--- src/rtl/multicycle_controller.sv ---
// -----------------------------------------------------------------------------
// multicycle_controller
//   Control unit for a multicycle RV32I datapath. A Moore FSM steps one state
//   per cycle, driving the datapath muxes and enables. Illegal opcodes or
//   funct fields park the FSM in a sticky HALT state. Completed instructions
//   are counted in a wrapping counter.
//
// Ports
//   clk         in   rising-edge clock
//   rst         in   asynchronous active-low reset
//   opc/f3/f7   in   instruction fields instr[6:0], [14:12], [31:25]
//   zero/neg    in   ALU result == 0 / ALU result sign bit
//   PCWrite     out  PC load
//   adrSrc      out  memory address select (0 = PC, 1 = Result)
//   memWrite    out  memory write enable
//   IRWrite     out  IR/OldPC load
//   regWrite    out  register file write enable
//   resultSrc   out  0 = ALUOut, 1 = Data, 2 = ALUResult, 3 = ImmExt
//   ALUSrcA     out  0 = PC, 1 = OldPC, 2 = A, 3 = zero
//   ALUSrcB     out  0 = B, 1 = ImmExt, 2 = 4, 3 = zero
//   ALUControl  out  000 ADD, 001 SUB, 010 AND, 011 OR, 100 SLT, 101 XOR
//   immSrc      out  000 I, 001 S, 010 B, 011 J, 100 U
//   instr_done  out  one-cycle pulse in the last state of an instruction
//   halted      out  sticky illegal-instruction flag
//   retired     out  count of completed instructions (wraps)
// -----------------------------------------------------------------------------
module multicycle_controller #(
   parameter int unsigned CNT_W = 32
) (
   input  logic             clk,
   input  logic             rst,
   input  logic [6:0]       opc,
   input  logic [2:0]       f3,
   input  logic [6:0]       f7,
   input  logic             zero,
   input  logic             neg,
   output logic             PCWrite,
   output logic             adrSrc,
   output logic             memWrite,
   output logic             IRWrite,
   output logic             regWrite,
   output logic [1:0]       resultSrc,
   output logic [1:0]       ALUSrcA,
   output logic [1:0]       ALUSrcB,
   output logic [2:0]       ALUControl,
   output logic [2:0]       immSrc,
   output logic             instr_done,
   output logic             halted,
   output logic [CNT_W-1:0] retired
);

   localparam logic [6:0] OpR    = 7'b0110011;
   localparam logic [6:0] OpI    = 7'b0010011;
   localparam logic [6:0] OpLw   = 7'b0000011;
   localparam logic [6:0] OpSw   = 7'b0100011;
   localparam logic [6:0] OpBr   = 7'b1100011;
   localparam logic [6:0] OpJal  = 7'b1101111;
   localparam logic [6:0] OpJalr = 7'b1100111;
   localparam logic [6:0] OpLui  = 7'b0110111;

   localparam logic [2:0] AluAdd = 3'b000;
   localparam logic [2:0] AluSub = 3'b001;
   localparam logic [2:0] AluAnd = 3'b010;
   localparam logic [2:0] AluOr  = 3'b011;
   localparam logic [2:0] AluSlt = 3'b100;
   localparam logic [2:0] AluXor = 3'b101;

   localparam logic [1:0] SrcAPc    = 2'd0;
   localparam logic [1:0] SrcAOldPc = 2'd1;
   localparam logic [1:0] SrcAReg   = 2'd2;
   localparam logic [1:0] SrcBReg   = 2'd0;
   localparam logic [1:0] SrcBImm   = 2'd1;
   localparam logic [1:0] SrcBFour  = 2'd2;

   localparam logic [1:0] ResAluOut = 2'd0;
   localparam logic [1:0] ResData   = 2'd1;
   localparam logic [1:0] ResAluRes = 2'd2;
   localparam logic [1:0] ResImm    = 2'd3;

   typedef enum logic [3:0] {
      StFetch,
      StDecode,
      StMemAdr,
      StMemRead,
      StMemWb,
      StMemWrite,
      StExecR,
      StExecI,
      StAluWb,
      StBranch,
      StJal,
      StJalr,
      StLink,
      StLui,
      StHalt
   } state_e;

   state_e           r_state_q;
   state_e           r_state_d;
   logic [CNT_W-1:0] r_retired;

   logic       w_pc_write;
   logic       w_adr_src;
   logic       w_mem_write;
   logic       w_ir_write;
   logic       w_reg_write;
   logic [1:0] w_result_src;
   logic [1:0] w_src_a;
   logic [1:0] w_src_b;
   logic [2:0] w_alu_ctrl;
   logic       w_done;
   logic       w_alu_f3_legal;
   logic       w_r_legal;
   logic       w_br_legal;
   logic       w_br_taken;
   logic [2:0] w_alu_op;

   // Shared ALU-op decode for R and I forms; SUB only when the R-type f7 says so.
   always_comb begin
      w_alu_f3_legal = 1'b1;
      w_alu_op       = AluAdd;
      unique case (f3)
         3'b000: w_alu_op = (opc == OpR && f7 == 7'b0100000) ? AluSub : AluAdd;
         3'b111: w_alu_op = AluAnd;
         3'b110: w_alu_op = AluOr;
         3'b100: w_alu_op = AluXor;
         3'b010: w_alu_op = AluSlt;
         default: begin
            w_alu_op       = AluAdd;
            w_alu_f3_legal = 1'b0;
         end
      endcase
   end

   // R-type: f7 must be zero, except SUB which needs 0100000 with f3=000.
   assign w_r_legal = w_alu_f3_legal &&
                      ((f7 == 7'b0000000) || (f7 == 7'b0100000 && f3 == 3'b000));

   assign w_br_legal = (f3 == 3'b000) || (f3 == 3'b001) ||
                       (f3 == 3'b100) || (f3 == 3'b101);

   always_comb begin
      w_br_taken = 1'b0;
      case (f3)
         3'b000:  w_br_taken = zero;
         3'b001:  w_br_taken = ~zero;
         3'b100:  w_br_taken = neg;
         3'b101:  w_br_taken = ~neg;
         default: w_br_taken = 1'b0;
      endcase
   end

   // Immediate format follows the opcode in every state.
   always_comb begin
      immSrc = 3'b000;
      case (opc)
         OpSw:    immSrc = 3'b001;
         OpBr:    immSrc = 3'b010;
         OpJal:   immSrc = 3'b011;
         OpLui:   immSrc = 3'b100;
         default: immSrc = 3'b000;
      endcase
   end

   always_ff @(posedge clk or negedge rst) begin
      if (!rst) begin
         r_state_q <= StFetch;
      end else begin
         r_state_q <= r_state_d;
      end
   end

   always_comb begin
      r_state_d    = r_state_q;
      w_pc_write   = 1'b0;
      w_adr_src    = 1'b0;
      w_mem_write  = 1'b0;
      w_ir_write   = 1'b0;
      w_reg_write  = 1'b0;
      w_result_src = ResAluOut;
      w_src_a      = SrcAPc;
      w_src_b      = SrcBReg;
      w_alu_ctrl   = AluAdd;
      w_done       = 1'b0;

      unique case (r_state_q)
         StFetch: begin
            w_ir_write   = 1'b1;
            w_pc_write   = 1'b1;
            w_src_a      = SrcAPc;
            w_src_b      = SrcBFour;
            w_result_src = ResAluRes;
            r_state_d    = StDecode;
         end
         StDecode: begin
            // ALUOut captures OldPC + imm: the branch/jal target.
            w_src_a = SrcAOldPc;
            w_src_b = SrcBImm;
            case (opc)
               OpLw, OpSw: r_state_d = StMemAdr;
               OpR:        r_state_d = w_r_legal ? StExecR : StHalt;
               OpI:        r_state_d = w_alu_f3_legal ? StExecI : StHalt;
               OpBr:       r_state_d = w_br_legal ? StBranch : StHalt;
               OpJal:      r_state_d = StJal;
               OpJalr:     r_state_d = StJalr;
               OpLui:      r_state_d = StLui;
               default:    r_state_d = StHalt;
            endcase
         end
         StMemAdr: begin
            w_src_a   = SrcAReg;
            w_src_b   = SrcBImm;
            r_state_d = (opc == OpSw) ? StMemWrite : StMemRead;
         end
         StMemRead: begin
            w_adr_src    = 1'b1;
            w_result_src = ResAluOut;
            r_state_d    = StMemWb;
         end
         StMemWb: begin
            w_result_src = ResData;
            w_reg_write  = 1'b1;
            w_done       = 1'b1;
            r_state_d    = StFetch;
         end
         StMemWrite: begin
            w_adr_src    = 1'b1;
            w_result_src = ResAluOut;
            w_mem_write  = 1'b1;
            w_done       = 1'b1;
            r_state_d    = StFetch;
         end
         StExecR: begin
            w_src_a    = SrcAReg;
            w_src_b    = SrcBReg;
            w_alu_ctrl = w_alu_op;
            r_state_d  = StAluWb;
         end
         StExecI: begin
            w_src_a    = SrcAReg;
            w_src_b    = SrcBImm;
            w_alu_ctrl = w_alu_op;
            r_state_d  = StAluWb;
         end
         StAluWb: begin
            w_result_src = ResAluOut;
            w_reg_write  = 1'b1;
            w_done       = 1'b1;
            r_state_d    = StFetch;
         end
         StBranch: begin
            w_src_a      = SrcAReg;
            w_src_b      = SrcBReg;
            w_alu_ctrl   = AluSub;
            w_result_src = ResAluOut;
            w_pc_write   = w_br_taken;
            w_done       = 1'b1;
            r_state_d    = StFetch;
         end
         StJal: begin
            w_result_src = ResAluOut;
            w_pc_write   = 1'b1;
            r_state_d    = StLink;
         end
         StJalr: begin
            w_src_a      = SrcAReg;
            w_src_b      = SrcBImm;
            w_result_src = ResAluRes;
            w_pc_write   = 1'b1;
            r_state_d    = StLink;
         end
         StLink: begin
            // rd <= OldPC + 4
            w_src_a      = SrcAOldPc;
            w_src_b      = SrcBFour;
            w_result_src = ResAluRes;
            w_reg_write  = 1'b1;
            w_done       = 1'b1;
            r_state_d    = StFetch;
         end
         StLui: begin
            w_result_src = ResImm;
            w_reg_write  = 1'b1;
            w_done       = 1'b1;
            r_state_d    = StFetch;
         end
         StHalt: begin
            r_state_d = StHalt;
         end
         default: begin
            r_state_d = StHalt;
         end
      endcase
   end

   always_ff @(posedge clk or negedge rst) begin
      if (!rst) begin
         r_retired <= '0;
      end else if (w_done) begin
         r_retired <= r_retired + CNT_W'(1);
      end
   end

   // Enables are gated by rst so nothing writes while reset is held, even
   // though the reset state (FETCH) would otherwise request PC/IR loads.
   assign PCWrite    = w_pc_write  & rst;
   assign IRWrite    = w_ir_write  & rst;
   assign memWrite   = w_mem_write & rst;
   assign regWrite   = w_reg_write & rst;
   assign instr_done = w_done      & rst;
   assign adrSrc     = w_adr_src;
   assign resultSrc  = w_result_src;
   assign ALUSrcA    = w_src_a;
   assign ALUSrcB    = w_src_b;
   assign ALUControl = w_alu_ctrl;
   assign halted     = (r_state_q == StHalt);
   assign retired    = r_retired;

endmodule
--- config.mk ---
export PLATFORM = sky130hd
export DESIGN_NAME = multicycle_controller
export DESIGN_NICKNAME = d
export VERILOG_FILES = /design/src/rtl/multicycle_controller.sv
export SDC_FILE = /design/constraint.sdc
export NUM_CORES = 1
export LEC_CHECK = 0
export CAP_MARGIN = 20
export CORE_MARGIN = 4
export CORE_UTILIZATION = 50
export DETAILED_ROUTE_END_ITERATION = 12
export GPL_ROUTABILITY_DRIVEN = 0
export GPL_TIMING_DRIVEN = 0
export PLACE_DENSITY = 0.86
export SLEW_MARGIN = 15
export SYNTH_ARGS = -nofsm -noshare
export SYNTH_HDL_FRONTEND = slang
export SYNTH_SLANG_ARGS = --single-unit
--- constraint.sdc ---
create_clock -name clk -period 3.32 [get_ports clk]
set_input_delay 0.332 -clock clk [delete_from_list [all_inputs] [get_ports clk]]
set_output_delay 0.332 -clock clk [all_outputs]
set_load 0.05 [all_outputs]
==> results.py <==
metrics = {
    "routing": {
        "ant_nets": 0,
        "firstDrtPassIters": 4,
        "route.detailed.drc": 0,
        "viasPerCell": 5.72,
        "wire_per_inst_um": 14.7,
        "drt_iter0_drc": 126,
        "via_count": 2070,
        "drt-total-wl_mm": 5.31,
    },
    "global_route": {
        "grt_overflow": 0,
        "gr-usage-met2_pct": 34.1,
        "grt_pass1_wl_mm": 9.09,
        "grt.met3_usage_pct": 4.41,
        "grt_max_degree": 29,
        "antenna_found_initial": 0,
        "grt_usage_pct": 20.8,
        "busiest_layer": "met2",
        "grt_pass1_vias": 1981,
        "grt_util_met1_pct": 27.1,
    },
    "yosys": {
        "syn_nets": 259,
        "synth_cell_types": 48,
        "synth.area.top_cells": "dfrtp_1 40%, xnor2_1 12%, nand4_1 5.1%",
        "netlist_area_um2": 2220,
        "ys_async_sr_fraction_pct": 100,
        "yosys_warnings": 0,
        "synth_cells": 237,
        "synth.most_common_cell": "dfrtp_1",
        "ys_top_cells_by_count": "36 x dfrtp_1, 31 x xnor2_1, 18 x nand2_1, 18 x nand4_1, 14 x nand3_1",
        "avgSynthCellArea_um2": 9.39,
        "ys_seq_area_share_pct": 40.5,
        "yosysTopAreaCell": "dfrtp_1",
        "synth-edff-count": 0,
        "synth_top_area_share_pct": 40.5,
        "ys_seq_elements": 36,
        "synth_flop_cell": "dfrtp_1",
    },
    "floorplan": {
        "dieArea_um2": 5580,
        "pin_count": 72,
        "coreArea_um2": 4140,
        "std_cell_rows": 23,
        "die_h_um": 74.7,
        "initial_core_util_pct": 53.7,
        "fp.dieW_um": 74.7,
    },
    "sta": {
        "worstMarginPinSlew_ns": 0.586,
        "max_freq_mhz": 339,
        "clock_skew_ns": 0.00376,
        "fin_crit_sh_pct": 89.0,
        "timing.slew.headroom_pct": 60.7,
        "final-setup-viol-count": 0,
        "tns_ns": 0,
        "slew_viol_final": 0,
        "hold_viol": 0,
        "rsz0062_at_grt": "false",
        "period_needed_ns": 2.95,
    },
    "cells_and_area": {
        "drive_above_1_share_pct": 7.37,
        "fin_cells": 362,
        "syn2layout_area_growth_pct": 37.4,
        "n_antenna_cell": 0,
        "finalNetCount": 333,
        "fillers": 318,
    },
    "clocking": {
        "path_clk_slew_ns": 0.07,
        "clk_latency_ns": 0.29,
        "clockRootBuffer": "clkbuf_8",
        "cts_made_buffers": 5,
        "clockBufferDepth": 2,
        "cts.sinks": 36,
        "cts_resized": 0,
        "postCtsSetupBuffers": 0,
        "cts_tree": "yes",
        "htreeDepth": 2,
    },
    "place": {
        "dp_cells": 353,
        "portBuffers": 65,
        "dpl.hpwl_mm": 4.04,
    },
    "outcome": {
        "status": "complete, no violations",
    },
    "setup_path": {
        "endpoint_kind": "output port",
        "worst_path_most_repeated_cell": "clkdlybuf4s50_1",
        "slowest_stage": "clkdlybuf4s50_1",
        "cp-start-kind": "primary input",
        "path_cells": "clkdlybuf4s50_1 -> nand3b_1 -> nor3_1 -> a41oi_1 -> o32ai_1 -> clkdlybuf4s50_1",
        "crit_required_ns": 2.99,
        "cp_slowest_stage_delay_ns": 0.85,
        "path_class": "primary input to output port",
        "critPathMaxFanout": 7,
        "cp_data_arrival_time_ns": 2.62,
    },
    "pwr": {
        "swShare_pct": 22.9,
        "p_comb_share_pct": 7.5,
        "p_int_w": 0.000635,
        "power_density_nw_per_um2": 270,
        "p_switching_w": 0.000189,
        "vdd_drop_max_v": 0.000168,
        "clkPwrFrac_pct": 39.3,
        "p_leak_nw": 1.27,
        "seqPwrFrac_pct": 53.2,
    },
    "job": {
        "cap_violations": 0,
    },
    "hold_path": {
        "hp-class": "primary input to async pin",
    },
}
## state kept, by name, summed over array words and instances (netlist names)
register   count
retired       32
r_state_q      4
## cell type report
| cell class | count | area, um2 | area share (%) |
|---|---|---|---|
| Multi-Input combinational cell | 180 | 1240 | 40.5 |
| Clock inverter | 1 | 7.51 | 0.246 |
| Tap cell | 50 | 62.6 | 2.05 |
| Inverter | 6 | 22.5 | 0.737 |
| Timing Repair Buffer | 67 | 676 | 22.1 |
| Buffer | 15 | 63.8 | 2.09 |
| Sequential cell | 36 | 901 | 29.5 |
| Clock buffer | 7 | 86.3 | 2.82 |
## worst paths after layout
kind,slack [ns],depth (start not counted),to,from
setup / recovery,0.37,6,ALUControl[0],opc[5]
hold / removal,0.46,2,retired[4],rst
setup reg to reg,1.61,5,retired[29],r_state_q[1]
hold reg to reg,0.48,1,retired[31],retired[31]
max in group asynchronous,2.42,3,retired[29],rst
min in group clk,0.48,1,retired[31],retired[31]
## cells in the final DEF (no fill, tap or decap), types with 3 or more instances in the layout
| master | count |
|---|---|
| clkdlybuf4s50_1 | 64 |
| dfrtp_1 | 36 |
| xnor2_1 | 31 |
| nand2_1 | 18 |
| nand4_1 | 18 |
| nand3_1 | 14 |
| nor2_1 | 12 |
| clkbuf_1 | 11 |
| nor3_1 | 8 |
| a21oi_1 | 7 |
| and3_1 | 7 |
| xor2_1 | 6 |
| clkbuf_8 | 6 |
| inv_1 | 5 |
| nor2b_1 | 4 |
| o22ai_1 | 4 |
| and4_1 | 4 |
| buf_2 | 4 |
| nor4b_1 | 3 |
| a211o_1 | 3 |
| nor3b_1 | 3 |
| nand2b_1 | 3 |
| o21ai_0 | 3 |
| and2_1 | 3 |
## critical path: cells and delay by family
family / cells / cell delay, ns
buf+inv: 2 / 1.43
compound gates: 2 / 0.45
simple gates: 2 / 0.40
## per-stage QoR
stage	instance area (um2)	util [%]	hold slack, ns	worst slack [ns]	total power, W
after floorplan	2220	-	0.0364	0.739	0.000473
after global placement	2940	70.9	0.462	-0.187	0.000505
after detailed placement	2950	71.3	0.245	0.398	0.000508
after CTS	3060	73.8	0.467	0.388	0.000833
after global routing	3060	73.8	0.482	0.219	0.000862
final	3060	73.8	0.464	0.367	0.000825
## kinds of logic after synthesis
group / Yosys count / synth area share (%)
AND/OR/NAND/NOR: 110 / 30.2
XOR/XNOR: 37 / 14.6
buffers and inverters: 21 / 3.88
AO/OA/AOI/OAI: 29 / 8.83
multiplexers: 3 / 1.46
adder cells (fa/ha/maj): 1 / 0.562
flip-flops: 36 / 40.5
## power by group through the flow
stage / logic (W) / clock network, W / registers, W
2_1_floorplan: 0.0000262 / 0 / 0.000447
3_3_place_gp: 0.0000586 / 0 / 0.000447
3_5_place_dp: 0.0000616 / 0 / 0.000447
4_1_cts: 0.0000628 / 0.000332 / 0.000438
5_1_grt: 0.0000699 / 0.000354 / 0.000438
6_report: 0.0000622 / 0.000324 / 0.000438
## per-layer routing
layer	wire length, um	part of all wire, %	vias up
met3	310	5.8	15
met5	0	0	-
li1	-	-	1011
met4	126	2.4	0
met2	2550	48	71
met1	2320	44	973
## timing repair
item / CTS / global route
hold endpoints to repair: 13 / 0
setup endpoints to repair: 0 / 0
hold buffers: 1 / 0
No activity file was read; power rests on OpenSTA's default activity.
